--- src/rtl/sram128x64_arbiter.sv ---
// Zero-fill controller and two-requester round-robin arbiter for a
// 128x64 1R/1W dual-port SRAM macro with bit write enables.
//
// Ports:
//   clk, reset_n          clock (also macro CLKA/CLKB), async active-low reset
//   Flush                 re-initialise the whole array
//   Ready                 array initialised, grants possible
//   RdReq/RdAdr           per-requester read request and address
//   RdGnt/RdValid/RdData  read grant (same cycle), valid + data (next cycle)
//   WrReq/WrAdr/WrData    per-requester write request, address, data
//   WrByteEn/WrGnt        per-requester byte enables, write grant
//   CEBA..BWEBA, QA       macro port A (read-only)
//   CEBB..BWEBB           macro port B (write-only), active-low controls
module sram128x64_arbiter #(
   parameter int                ADDRW   = 7,
   parameter int                WORDW   = 64,
   parameter logic [WORDW-1:0]  INITVAL = '0
) (
   input  logic                          clk,
   input  logic                          reset_n,
   input  logic                          Flush,
   output logic                          Ready,
   input  logic [1:0]                    RdReq,
   input  logic [1:0][ADDRW-1:0]         RdAdr,
   output logic [1:0]                    RdGnt,
   output logic [1:0]                    RdValid,
   output logic [WORDW-1:0]              RdData,
   input  logic [1:0]                    WrReq,
   input  logic [1:0][ADDRW-1:0]         WrAdr,
   input  logic [1:0][WORDW-1:0]         WrData,
   input  logic [1:0][WORDW/8-1:0]       WrByteEn,
   output logic [1:0]                    WrGnt,
   output logic                          CEBA,
   output logic                          WEBA,
   output logic [ADDRW-1:0]              AA,
   output logic [WORDW-1:0]              DA,
   output logic [WORDW-1:0]              BWEBA,
   input  logic [WORDW-1:0]              QA,
   output logic                          CEBB,
   output logic                          WEBB,
   output logic [ADDRW-1:0]              AB,
   output logic [WORDW-1:0]              DB,
   output logic [WORDW-1:0]              BWEBB
);

   localparam int NB = WORDW / 8;
   localparam logic [ADDRW-1:0] LAST = '1;

   typedef enum logic {
      INIT = 1'b0,
      RUN  = 1'b1
   } state_t;

   state_t             state_q, state_d;
   logic [ADDRW-1:0]   initcnt_q, initcnt_d;
   logic               rdpri_q, rdpri_d;
   logic               wrpri_q, wrpri_d;
   logic [ADDRW-1:0]   aa_q;
   logic [ADDRW-1:0]   ab_q;
   logic [WORDW-1:0]   db_q;
   logic [1:0]         rdvalid_q;
   logic               byp_q;
   logic [WORDW-1:0]   bypd_q;
   logic [NB-1:0]      bypbe_q;

   logic               run_ok;
   logic [1:0]         rd_gnt, wr_gnt;
   logic               rd_sel, wr_sel;
   logic               byp_d;
   logic [WORDW-1:0]   rd_mux;

   // Both requesters active: pri picks the winner (0 -> req 0).
   function automatic logic [1:0] arb(input logic [1:0] req,
                                      input logic       pri);
      logic [1:0] g;
      g = req;
      if (req == 2'b11)
         g = pri ? 2'b10 : 2'b01;
      return g;
   endfunction

   // ---------------- state machine ----------------
   always_ff @(posedge clk or negedge reset_n) begin
      if (!reset_n) begin
         state_q   <= INIT;
         initcnt_q <= '0;
      end else begin
         state_q   <= state_d;
         initcnt_q <= initcnt_d;
      end
   end

   always_comb begin
      state_d   = state_q;
      initcnt_d = initcnt_q;
      unique case (state_q)
         INIT: begin
            if (Flush) begin
               initcnt_d = '0;
            end else if (initcnt_q == LAST) begin
               state_d   = RUN;
               initcnt_d = '0;
            end else begin
               initcnt_d = initcnt_q + 1'b1;
            end
         end
         RUN: begin
            if (Flush) begin
               state_d   = INIT;
               initcnt_d = '0;
            end
         end
         default: begin
            state_d   = INIT;
            initcnt_d = '0;
         end
      endcase
   end

   assign Ready = (state_q == RUN);

   // ---------------- arbitration ----------------
   // Flush in RUN suppresses grants so the sweep starts clean.
   assign run_ok = reset_n && (state_q == RUN) && !Flush;

   always_comb begin
      rd_gnt  = 2'b00;
      wr_gnt  = 2'b00;
      if (run_ok) begin
         rd_gnt = arb(RdReq, rdpri_q);
         wr_gnt = arb(WrReq, wrpri_q);
      end
      rd_sel  = rd_gnt[1];
      wr_sel  = wr_gnt[1];
      rdpri_d = rdpri_q;
      wrpri_d = wrpri_q;
      if (|rd_gnt)
         rdpri_d = ~rd_sel;
      if (|wr_gnt)
         wrpri_d = ~wr_sel;
   end

   assign RdGnt = rd_gnt;
   assign WrGnt = wr_gnt;

   // ---------------- port A (read) ----------------
   always_comb begin
      CEBA  = ~|rd_gnt;
      WEBA  = 1'b1;
      DA    = '0;
      BWEBA = '1;
      AA    = aa_q;
      if (|rd_gnt)
         AA = RdAdr[rd_sel];
   end

   // ---------------- port B (write) ----------------
   always_comb begin
      CEBB  = 1'b1;
      WEBB  = 1'b1;
      AB    = ab_q;
      DB    = db_q;
      BWEBB = '1;
      if (reset_n && state_q == INIT) begin
         CEBB  = 1'b0;
         WEBB  = 1'b0;
         AB    = initcnt_q;
         DB    = INITVAL;
         BWEBB = '0;
      end else if (|wr_gnt) begin
         CEBB = 1'b0;
         WEBB = 1'b0;
         AB   = WrAdr[wr_sel];
         DB   = WrData[wr_sel];
         for (int b = 0; b < NB; b++)
            BWEBB[8*b +: 8] = {8{~WrByteEn[wr_sel][b]}};
      end
   end

   // Macro read-during-write is undefined, so forward the write.
   assign byp_d = (|rd_gnt) && (|wr_gnt) && (AA == AB);

   always_ff @(posedge clk or negedge reset_n) begin
      if (!reset_n) begin
         rdpri_q   <= 1'b0;
         wrpri_q   <= 1'b0;
         aa_q      <= '0;
         ab_q      <= '0;
         db_q      <= '0;
         rdvalid_q <= 2'b00;
         byp_q     <= 1'b0;
         bypd_q    <= '0;
         bypbe_q   <= '0;
      end else begin
         rdpri_q   <= rdpri_d;
         wrpri_q   <= wrpri_d;
         aa_q      <= AA;
         ab_q      <= AB;
         db_q      <= DB;
         rdvalid_q <= rd_gnt;
         byp_q     <= byp_d;
         if (byp_d) begin
            bypd_q  <= WrData[wr_sel];
            bypbe_q <= WrByteEn[wr_sel];
         end
      end
   end

   // ---------------- read return ----------------
   always_comb begin
      rd_mux = QA;
      if (byp_q) begin
         for (int b = 0; b < NB; b++)
            if (bypbe_q[b])
               rd_mux[8*b +: 8] = bypd_q[8*b +: 8];
      end
      RdData = reset_n ? rd_mux : '0;
   end

   assign RdValid = rdvalid_q;

endmodule

--- config.mk ---
export PLATFORM = sky130hd
export DESIGN_NAME = sram128x64_arbiter
export DESIGN_NICKNAME = d
export VERILOG_FILES = /design/src/rtl/sram128x64_arbiter.sv
export SDC_FILE = /design/constraint.sdc
export NUM_CORES = 1
export LEC_CHECK = 0
export CORE_AREA = 5 5 228 230
export CTS_CLUSTER_SIZE = 10
export DETAILED_ROUTE_END_ITERATION = 8
export DIE_AREA = 0 0 233 235
export GPL_ROUTABILITY_DRIVEN = 0
export HOLD_SLACK_MARGIN = 0.12
export SLEW_MARGIN = 40
export SYNTH_ARGS = -nofsm -noshare
export SYNTH_HDL_FRONTEND = slang
export SYNTH_SLANG_ARGS = --single-unit
--- constraint.sdc ---
create_clock -name clk -period 6.2 [get_ports clk]
set_input_delay 0.93 -clock clk [delete_from_list [all_inputs] [get_ports clk]]
set_output_delay 0.93 -clock clk [all_outputs]
set_load 0.1 [all_outputs]
==> impl_metrics.csv <==
group,metric,value,unit
run_status,status,"finished clean",
sta,finalHoldViolations,0,
sta,fmax,207.3,MHz
sta,maxSlewViolCount,0,
final_layout,drive_gt1_share,20.00,%
final_layout,nFillCells,5138,
power,clkPwrFrac,32.0,%
power,combPwrFrac,35.6,%
logic_synthesis,netlist_area,10290,um2
power,p_leak,7.490,nW
logic_synthesis,seq_area_frac_synth,39.63,%
final_layout,layout_commonest_cell,"clkdlybuf4s50_1",
logic_synthesis,async_reset_ff_share,100.0,%
setup_path,path_cells,"clkdlybuf4s50_1 -> buf_4 -> nand3b_4 -> nor2_4 -> buf_4 -> nor2_1 -> a211oi_1 -> buf_12",
global_route,antenna_found_initial,2,
sta,min_period,4.824,ns
clock_tree,cts_tree,"built",
final_layout,fin_util,31.89,%
clock_tree,cts_hold_buffers,0,
power,irDropWorstVdd,0.1657,mV
global_route,grt_pass1_vias,9193,
global_route,grt_overflow,0,
final_layout,nets,1721,
setup_path,start_kind,"input port",
route,routed-via-count,8756,
clock_tree,post_cts_buffers,0,
clock_tree,htreeDepth,4,
floorplanning,rows,82,
floorplanning,die_y,235,um
floorplanning,io_pins,588,
placed_design,hpwlAfterDp,28520,um
global_route,track_usage,13.21,%
power,power_density,209.7,nW/um2
sta,worstMarginPinSlew,0.7859,ns
route,routed_wl,36590,um
setup_path,crit_fanout,61,
logic_synthesis,synth_seq_cells,163,
final_layout,syn2layout_area_growth,53.84,%
clock_tree,root_buffer,"clkbuf_16",
logic_synthesis,synth_cells,1109,
final_layout,layout.cells.non_filler,2162,
route,drt_pre_antenna_iters,4,
setup_path,crit_top_cell,"buf_4",
power,p_int,0.001923,W
power,switchingPower,0.001397,W
logic_synthesis,synth_flop_cell,"dfrtp_1",
logic_synthesis,avgSynthCellArea,9.281,um2
setup_path,cp_top_family,"buffers and inverters",
clock_tree,cts.sinks,163,
route,drt_drc_violations_left,0,
final_layout,regArea,4083,um2
clock_tree,path_clk_slew,0.07,ns
setup_path,slowest_stage,"buf_4",
setup_path,arrival,3.89,ns
logic_synthesis,yosys_warnings,0,
setup_path,critPathCaptureType,"primary output",
floorplanning,die_w,233,um
sta,relSlewSlack,47.61,%
setup_path,worstPathRequired,5.27,ns
min_path,min_path_type,"input port to asynchronous set/reset pin",
final_layout,final_cell_mix,"clkdlybuf4s50_1 (241), dfrtp_1 (162), mux2i_1 (134)",
final_layout,multiInputGateArea,4668,um2
clock_tree,cts_resized,0,
power,p_seq_share,32.5,%
setup_path,reg2reg_depth,8,
setup_path,cp_slowest_stage_delay,0.61,ns
floorplanning,start_util,20.73,%
clock_tree,clockBufferDepth,2,
sta,fin_setup_tns,0,ns
route,wl_per_cell,16.92,um
placed_design,dp_cells,2129,
setup_path,crit_cells,8,
floorplanning,die-area,54760,um2
route,drt_iter0_drc,303,
final_layout,diodes,0,
clock_tree,worstSkewPairLatency,0.48,ns
sta,holdWs,0.2926,ns
logic_synthesis,ys_types,56,
route,vias_per_cell,4.050,
job,maxCapViolations,0,
sta,finalSetupViolations,0,
placed_design,io_buffers,458,
clock_tree,numCtsBuffers,17,
sta,finClkSkew,0.01016,ns
sta,rsz0062_at_grt,"no",
route,ant_nets,0,
setup_path,crit_buf_inv,4,
power,power.total,0.003320,W
global_route,grt_start_max_net_pins,141,
global_route,grt_pass1_wl,55300,um
setup_path,crit_type,"input port to primary output",
floorplanning,core_area,49660,um2
logic_synthesis,synth_edf_count,0,
sta,finalCritPeriodShare,77.81,%
power,swShare,42.08,%
==> worst register-to-register path, stage by stage (launching register included) <==
cell and delay (ns):
dfrtp_1 0.70, nand3b_4 0.26, nor2_4 0.51, buf_4 0.62, a221oi_1 0.34, xnor2_1 0.21, and4_4 0.32, buf_4 0.51
mux2_4 0.40
==> path summary, 6_finish.rpt <==
kind	from	end	slack, ns
min in group clk	aa_q[2]	aa_q[2]	0.50
min	reset_n	ab_q[1]	0.29
max	Flush	DB[37]	1.38
max reg2reg	Ready	bypbe_q[6]	2.22
min reg2reg	aa_q[2]	aa_q[2]	0.50
max in group asynchronous	reset_n	db_q[31]	4.87
==> sequential cells by signal (all words and copies together), names as in the netlist <==
register / cells
bypd_q: 64
db_q: 64
bypbe_q: 8
aa_q: 7
ab_q: 7
initcnt_q: 7
RdValid: 2
Ready: 1
byp_q: 1
rdpri_q: 1
wrpri_q: 1
==> metal layers <==
metal  track usage, %  up-vias  share of wire (%)
met5                0        -              0.074
met4            4.869        4                2.4
li1                 -     4169                  -
met3            5.095       46                9.0
met2            23.65      369                 52
met1            14.01     4168                 36
==> cell usage after synthesis (all sizes together), types with 2 or more instances <==
library cell | count | share of area (%)
nor2 | 81 | 3.0
nor3 | 3 | 0.30
xnor2 | 4 | 0.34
buf | 211 | 16
a31oi | 6 | 0.36
o31ai | 4 | 0.29
clkbuf | 44 | 1.6
o21ai | 8 | 0.46
mux2i | 134 | 13
nand2 | 106 | 3.9
a221oi | 5 | 0.78
nand4 | 5 | 0.30
or2 | 2 | 0.12
a21boi | 64 | 4.7
nand2b | 3 | 0.18
conb | 2 | 0.073
nor2b | 4 | 0.24
inv | 75 | 2.7
a211oi | 64 | 4.7
nand3 | 70 | 3.4
a21oi | 16 | 0.78
xor2 | 6 | 0.51
o32ai | 4 | 0.34
mux2 | 8 | 1.1
dfrtp | 163 | 40
==> stage by stage <==
step	worst slack, ns	instance area [um2]
after global placement	1.151	15590
after floorplan	0.03517	10770
after detailed placement	1.219	15240
after global routing	1.114	15830
final	1.376	15830
after CTS	1.323	15810
==> cell families (layout without fill, tap and decap cells) <==
logic type | Yosys count | count (layout) | synth area share [%]
compound gates | 178 | 178 | 13.00
xor+xnor | 10 | 10 | 0.8509
fa+ha+maj | 1 | 1 | 0.1215
buf+inv | 331 | 585 | 20.11
flops | 163 | 163 | 39.63
mux | 142 | 142 | 14.09
other cells | 2 | 129 | 0.07297
simple gates | 282 | 282 | 12.13
==> layout make-up <==
| type | instances | area share, % |
|---|---|---|
| inverters | 76 | 1.802 |
| clock inverters | 14 | 0.9087 |
| clock buffers | 18 | 2.710 |
| repair buffers | 477 | 34.00 |
| well taps | 672 | 5.310 |
| flip-flops and latches | 163 | 25.78 |
| multi-input cells | 742 | 29.48 |
==> power by group through the flow <==
stage	combinational, W	clock [W]	sequential (W)
after floorplan	0.000918	0	0.00110
after detailed placement	0.00118	0	0.00110
final	0.00118	0.00106	0.00108
after CTS	0.00119	0.00112	0.00108
after global routing	0.00122	0.00115	0.00108
after global placement	0.00121	0	0.00110
Power figures use the tool's default switching activity.
